## src/rtl/serial_add_ctrl.sv

```systemverilog
// serial_add_ctrl: bit-serial adder that runs one full_adder cell over WIDTH-bit operands, LSB first.
module full_adder (
  input  logic a,
  input  logic b,
  input  logic cin,
  output logic sum,
  output logic c
);
  assign sum = a ^ b ^ cin;
  assign c = (a & b) | (cin & (a ^ b));
endmodule

module serial_add_ctrl #(
  parameter int WIDTH = 8
) (
  input  logic             clk,
  input  logic             rst_n,
  input  logic             start,
  input  logic [WIDTH-1:0] a,
  input  logic [WIDTH-1:0] b,
  input  logic             cin,
  output logic             busy,
  output logic             done,
  output logic [WIDTH-1:0] sum,
  output logic             cout
);
  localparam int CW = $clog2(WIDTH) + 1;
  typedef enum logic [1:0] {IDLE, RUN, DONE} state_t;
  state_t state_q, state_d;
  logic [WIDTH-1:0] a_q, a_d, b_q, b_d, ps_q, ps_d, sum_q, sum_d, ps_next;
  logic [CW-1:0] cnt_q, cnt_d;
  logic c_q, c_d, cout_q, cout_d, busy_q, busy_d, done_q, done_d;
  logic fa_s, fa_c, run, load, last;
  full_adder u_fa (.a(a_q[0]), .b(b_q[0]), .cin(c_q), .sum(fa_s), .c(fa_c));
  assign run = state_q == RUN;
  assign load = !run && start;
  assign last = cnt_q == CW'(WIDTH - 1);
  // adder bit enters at the MSB so the LSB-first stream lands in place after WIDTH shifts
  assign ps_next = (ps_q >> 1) | (WIDTH'(fa_s) << (WIDTH - 1));
  always_comb begin
    state_d = load ? RUN : run ? (last ? DONE : RUN) : IDLE;
    a_d = load ? a : run ? a_q >> 1 : a_q;
    b_d = load ? b : run ? b_q >> 1 : b_q;
    ps_d = load ? '0 : run ? ps_next : ps_q;
    c_d = load ? cin : run ? fa_c : c_q;
    cnt_d = load ? '0 : run ? cnt_q + CW'(1) : cnt_q;
    sum_d = (run && last) ? ps_next : sum_q;
    cout_d = (run && last) ? fa_c : cout_q;
    busy_d = state_d == RUN;
    done_d = state_d == DONE;
  end
  always_ff @(posedge clk or negedge rst_n) begin
    if (!rst_n) begin
      state_q <= IDLE;
      a_q <= '0;
      b_q <= '0;
      ps_q <= '0;
      c_q <= 1'b0;
      cnt_q <= '0;
      sum_q <= '0;
      cout_q <= 1'b0;
      busy_q <= 1'b0;
      done_q <= 1'b0;
    end else begin
      state_q <= state_d;
      a_q <= a_d;
      b_q <= b_d;
      ps_q <= ps_d;
      c_q <= c_d;
      cnt_q <= cnt_d;
      sum_q <= sum_d;
      cout_q <= cout_d;
      busy_q <= busy_d;
      done_q <= done_d;
    end
  end
  assign busy = busy_q;
  assign done = done_q;
  assign sum = sum_q;
  assign cout = cout_q;
endmodule

```

## config.mk

```make
export PLATFORM = sky130hd
export DESIGN_NAME = serial_add_ctrl
export DESIGN_NICKNAME = d
export VERILOG_FILES = /design/src/rtl/serial_add_ctrl.sv
export SDC_FILE = /design/constraint.sdc
export NUM_CORES = 1
export LEC_CHECK = 0
export CORE_MARGIN = 2
export CORE_UTILIZATION = 25
export CTS_BUF_LIST = sky130_fd_sc_hd__clkbuf_4 sky130_fd_sc_hd__clkbuf_8
export CTS_CLUSTER_DIAMETER = 80
export DETAILED_ROUTE_END_ITERATION = 7
export PLACE_DENSITY = 0.44
export SLEW_MARGIN = 0
export SYNTH_ARGS = -nofsm -noshare
export SYNTH_HDL_FRONTEND = slang
export SYNTH_SLANG_ARGS = --single-unit
```

## constraint.sdc

```tcl
create_clock -name clk -period 1.8 [get_ports clk]
set_input_delay 0.18 -clock clk [delete_from_list [all_inputs] [get_ports clk]]
set_output_delay 0.18 -clock clk [all_outputs]
set_load 0.05 [all_outputs]
```

==> results.yml <==
clocking:
  worstSkewPairLatency_ps: 280
  post-cts-setup-buffers: 0
  clkSlewWorstSetupHoldPaths_ps: 80
  tritoncts: "yes"
  numClockSinks: 40
  clock_tree.buffer_depth: 2
  h-tree-depth: 2
  cts-root-buf: "sky130_fd_sc_hd__clkbuf_8"
  tritoncts_buffer_count: 5
timing:
  post_route_skew_ps: 5.71
  worst-slew-pin-transition_ps: 565
  final.min_clock_period_ps: 1640
  final_min_period_over_clock_period_pct: 91.3
  hold_viol_final: 0
  slew_violations: 0
  maxClockFrequency_mhz: 608
  slew_headroom_pct: 62.3
  setup-tns-final_ps: 0
  rsz0062_at_grt: "false"
  finalSetupViolCount: 0
floorplanning:
  fp.dieArea_mm2: 0.00779
  die_h_um: 88.2
  floorplan.rows: 30
  boundaryPins: 31
  start_util_pct: 26.0
  dieWidth_um: 88.2
  fp.coreArea_mm2: 0.00683
synth:
  yosysWarnings: 0
  synth.ff_latch_count: 40
  netlist_top_cells_area: "sky130_fd_sc_hd__dfrtp_1 56%, sky130_fd_sc_hd__mux2i_1 10%, sky130_fd_sc_hd__mux2_4 6.8%"
  syn_area_mm2: 0.00177
  synth.yosys.seq_area_share_pct: 56.4
  syn_inst: 148
  ys_dominant_reg_cell: "sky130_fd_sc_hd__dfrtp_1"
  fraction_of_registers_with_async_set_or_reset_after_synthesis_pct: 100
  synth_edf_count: 0
  synthesis.area_per_instance_um2: 12.0
  netlist.top_cell.by_area: "sky130_fd_sc_hd__dfrtp_1"
  synthesis.nets: 170
  synth_commonest_cells: "40 x sky130_fd_sc_hd__dfrtp_1, 25 x sky130_fd_sc_hd__nand2_1, 23 x sky130_fd_sc_hd__o21ai_0, 18 x sky130_fd_sc_hd__mux2i_1"
  yosys_top_cell_area_share_pct: 56.4
  ys_types: 21
  yosysMostFrequentCell: "sky130_fd_sc_hd__dfrtp_1"
min_path:
  min-delay-path-class: "in -> async"
drt:
  drt_first_iter_violations: 43
  highest-signal-layer: "met4"
  route.vias.total: 1149
  vias_per_cell: 4.15
  routed_wl_um: 3370
  antenna_violating_nets_post_route: 0
  post_drt_wl_per_cell_um: 12.2
  met1Wirelength_um: 1660
  detailroute.wirelength.met2_um: 1530
  remaining_drc_errors: 0
  route.met3.wl_um: 143
  drtPass1Iterations: 4
final_layout:
  finalNetCount: 203
  antenna_cells_inserted: 0
  drive_gt1_share_pct: 14.4
  synthToLayoutAreaGrowth_pct: 27.5
global_route:
  grt_max_degree: 33
  grt_first_pass_wirelength_um: 5930
  globalRouteTotalUtil_pct: 10.0
  grt-ovfl-total: 0
  grt_antenna_before_repair: 0
  number_of_global_route_vias_before_repair: 1253
critical_path:
  worstSetupEndpointType: "primary output"
  worst_r2r_path_depth: 3
  crit_reg_reg_endpoint: "sum[7]"
  worst_path_max_delay_cell: "sky130_fd_sc_hd__clkdlybuf4s50_1"
  worstSetupStartpointType: "flip-flop"
  critPathTopFamily: "buffers and inverters"
  timing_worst_setup_path_type: "reg -> out"
  number_of_buffers_and_inverters_on_the_critical_path: 1
  r2r_slack_ps: 300
  path_cells: "clkdlybuf4s50_1"
  startpoint_of_the_worst_register_to_register_path: "cnt_q[0]"
  arrival_worst_endpoint_ps: 1460
  critPathMaxFanout: 2
  worstPathRequired_ps: 1620
  cpPeakStageDelay_ps: 810
placed_design:
  number_of_port_buffers: 30
  hpwlAfterDp_um: 2300
  routabilityCongestion: 0.683
power:
  ir_worst_vdd_mv: 0.536
  power.total_mw: 3.67
  static-leakage-power_nw: 1.02
  pwr_density_cell_mw_per_mm2: 1620
status:
  status: "finished, final reports clean"
job:
  drv.max_cap_violation_count: 0
## power breakdown
part / internal (mW) / switching (mW) / total [mW] / leakage (nW)
combinational: 0.670 / 0.918 / 1.59 / 0.458
clock: 0.279 / 0.288 / 0.566 / 0.0445
sequential: 1.27 / 0.244 / 1.51 / 0.520
total: 2.22 / 1.45 / 3.67 / 1.02
## kinds of logic (layout without fill, tap and decap cells)
family                     Yosys count  count (layout)  synth area share, %
buffers and inverters               10              43                 3.88
adders and majority gates            2               2                 1.83
DFF                                 40              40                 56.4
AOI/OAI and AO/OA                   26              26                 7.69
muxes                               29              29                 18.8
and+or+nand+nor                     41              41                 11.4
## final cells by class
| type | instances | area [um2] |
|---|---|---|
| clock inverter | 1 | 5.00 |
| fill | 711 | 4570 |
| timing repair buffer | 36 | 355 |
| sequential | 40 | 1000 |
| clock buffer | 6 | 76.3 |
| tap | 96 | 120 |
| multi-input combinational | 98 | 704 |
## state kept, by name, summed over array words and instances, names as in the netlist
name     flops
state_q      2
c_q          1
b_q          8
sum          8
ps_q         7
a_q          8
cout         1
cnt_q        4
done         1
## how the worst max path moves through the flow
| stage | startpoint | end | slack, ps | cells after the start |
|---|---|---|---|---|
| 3_5_place_dp | cnt_q[0] | sum[7] | 290 | 3 |
| 4_1_cts | state_q[0] | busy | 130 | 1 |
| 5_1_grt | state_q[0] | busy | 90 | 1 |
| 6_report | state_q[0] | busy | 160 | 1 |
| 3_3_place_gp | cnt_q[0] | sum[7] | 340 | 3 |
| 2_1_floorplan | state_q[0] | cout | 150 | 4 |
## stage by stage
step | hold slack, ps | utilization, % | setup slack (ps) | instances | cell area [um2]
final | 416 | 33.1 | 157 | 277 | 2260
after global routing | 483 | 33.1 | 93.0 | 277 | 2260
after CTS | 443 | 33.1 | 125 | 277 | 2260
after detailed placement | 224 | 31.8 | 291 | 269 | 2170
after global placement | 211 | 31.8 | 341 | 269 | 2170
after floorplan | -116 | - | 150 | 148 | 1770
## what timing repair did
item / CTS / global route
gates resized for setup: 0 / 0
hold endpoints to repair: 23 / 0
hold buffers: 1 / 0
## cell usage in the layout, fill, tap and decap left out, types with 4 or more instances in the layout
cell	n
sky130_fd_sc_hd__buf_4	4
sky130_fd_sc_hd__clkbuf_8	5
sky130_fd_sc_hd__clkdlybuf4s50_1	29
sky130_fd_sc_hd__dfrtp_1	40
sky130_fd_sc_hd__mux2_4	8
sky130_fd_sc_hd__mux2i_1	18
sky130_fd_sc_hd__nand2_1	25
sky130_fd_sc_hd__nand2b_1	8
sky130_fd_sc_hd__nor2_1	4
sky130_fd_sc_hd__o21ai_0	23
## layer usage
layer | vias to the layer above | track usage (%)
li1 | 566 | -
met5 | - | 0
met3 | 4 | 2.71
met2 | 28 | 15.2
met4 | 0 | 4.13
met1 | 551 | 13.6
Note: power is estimated with default switching activity, not from simulation.
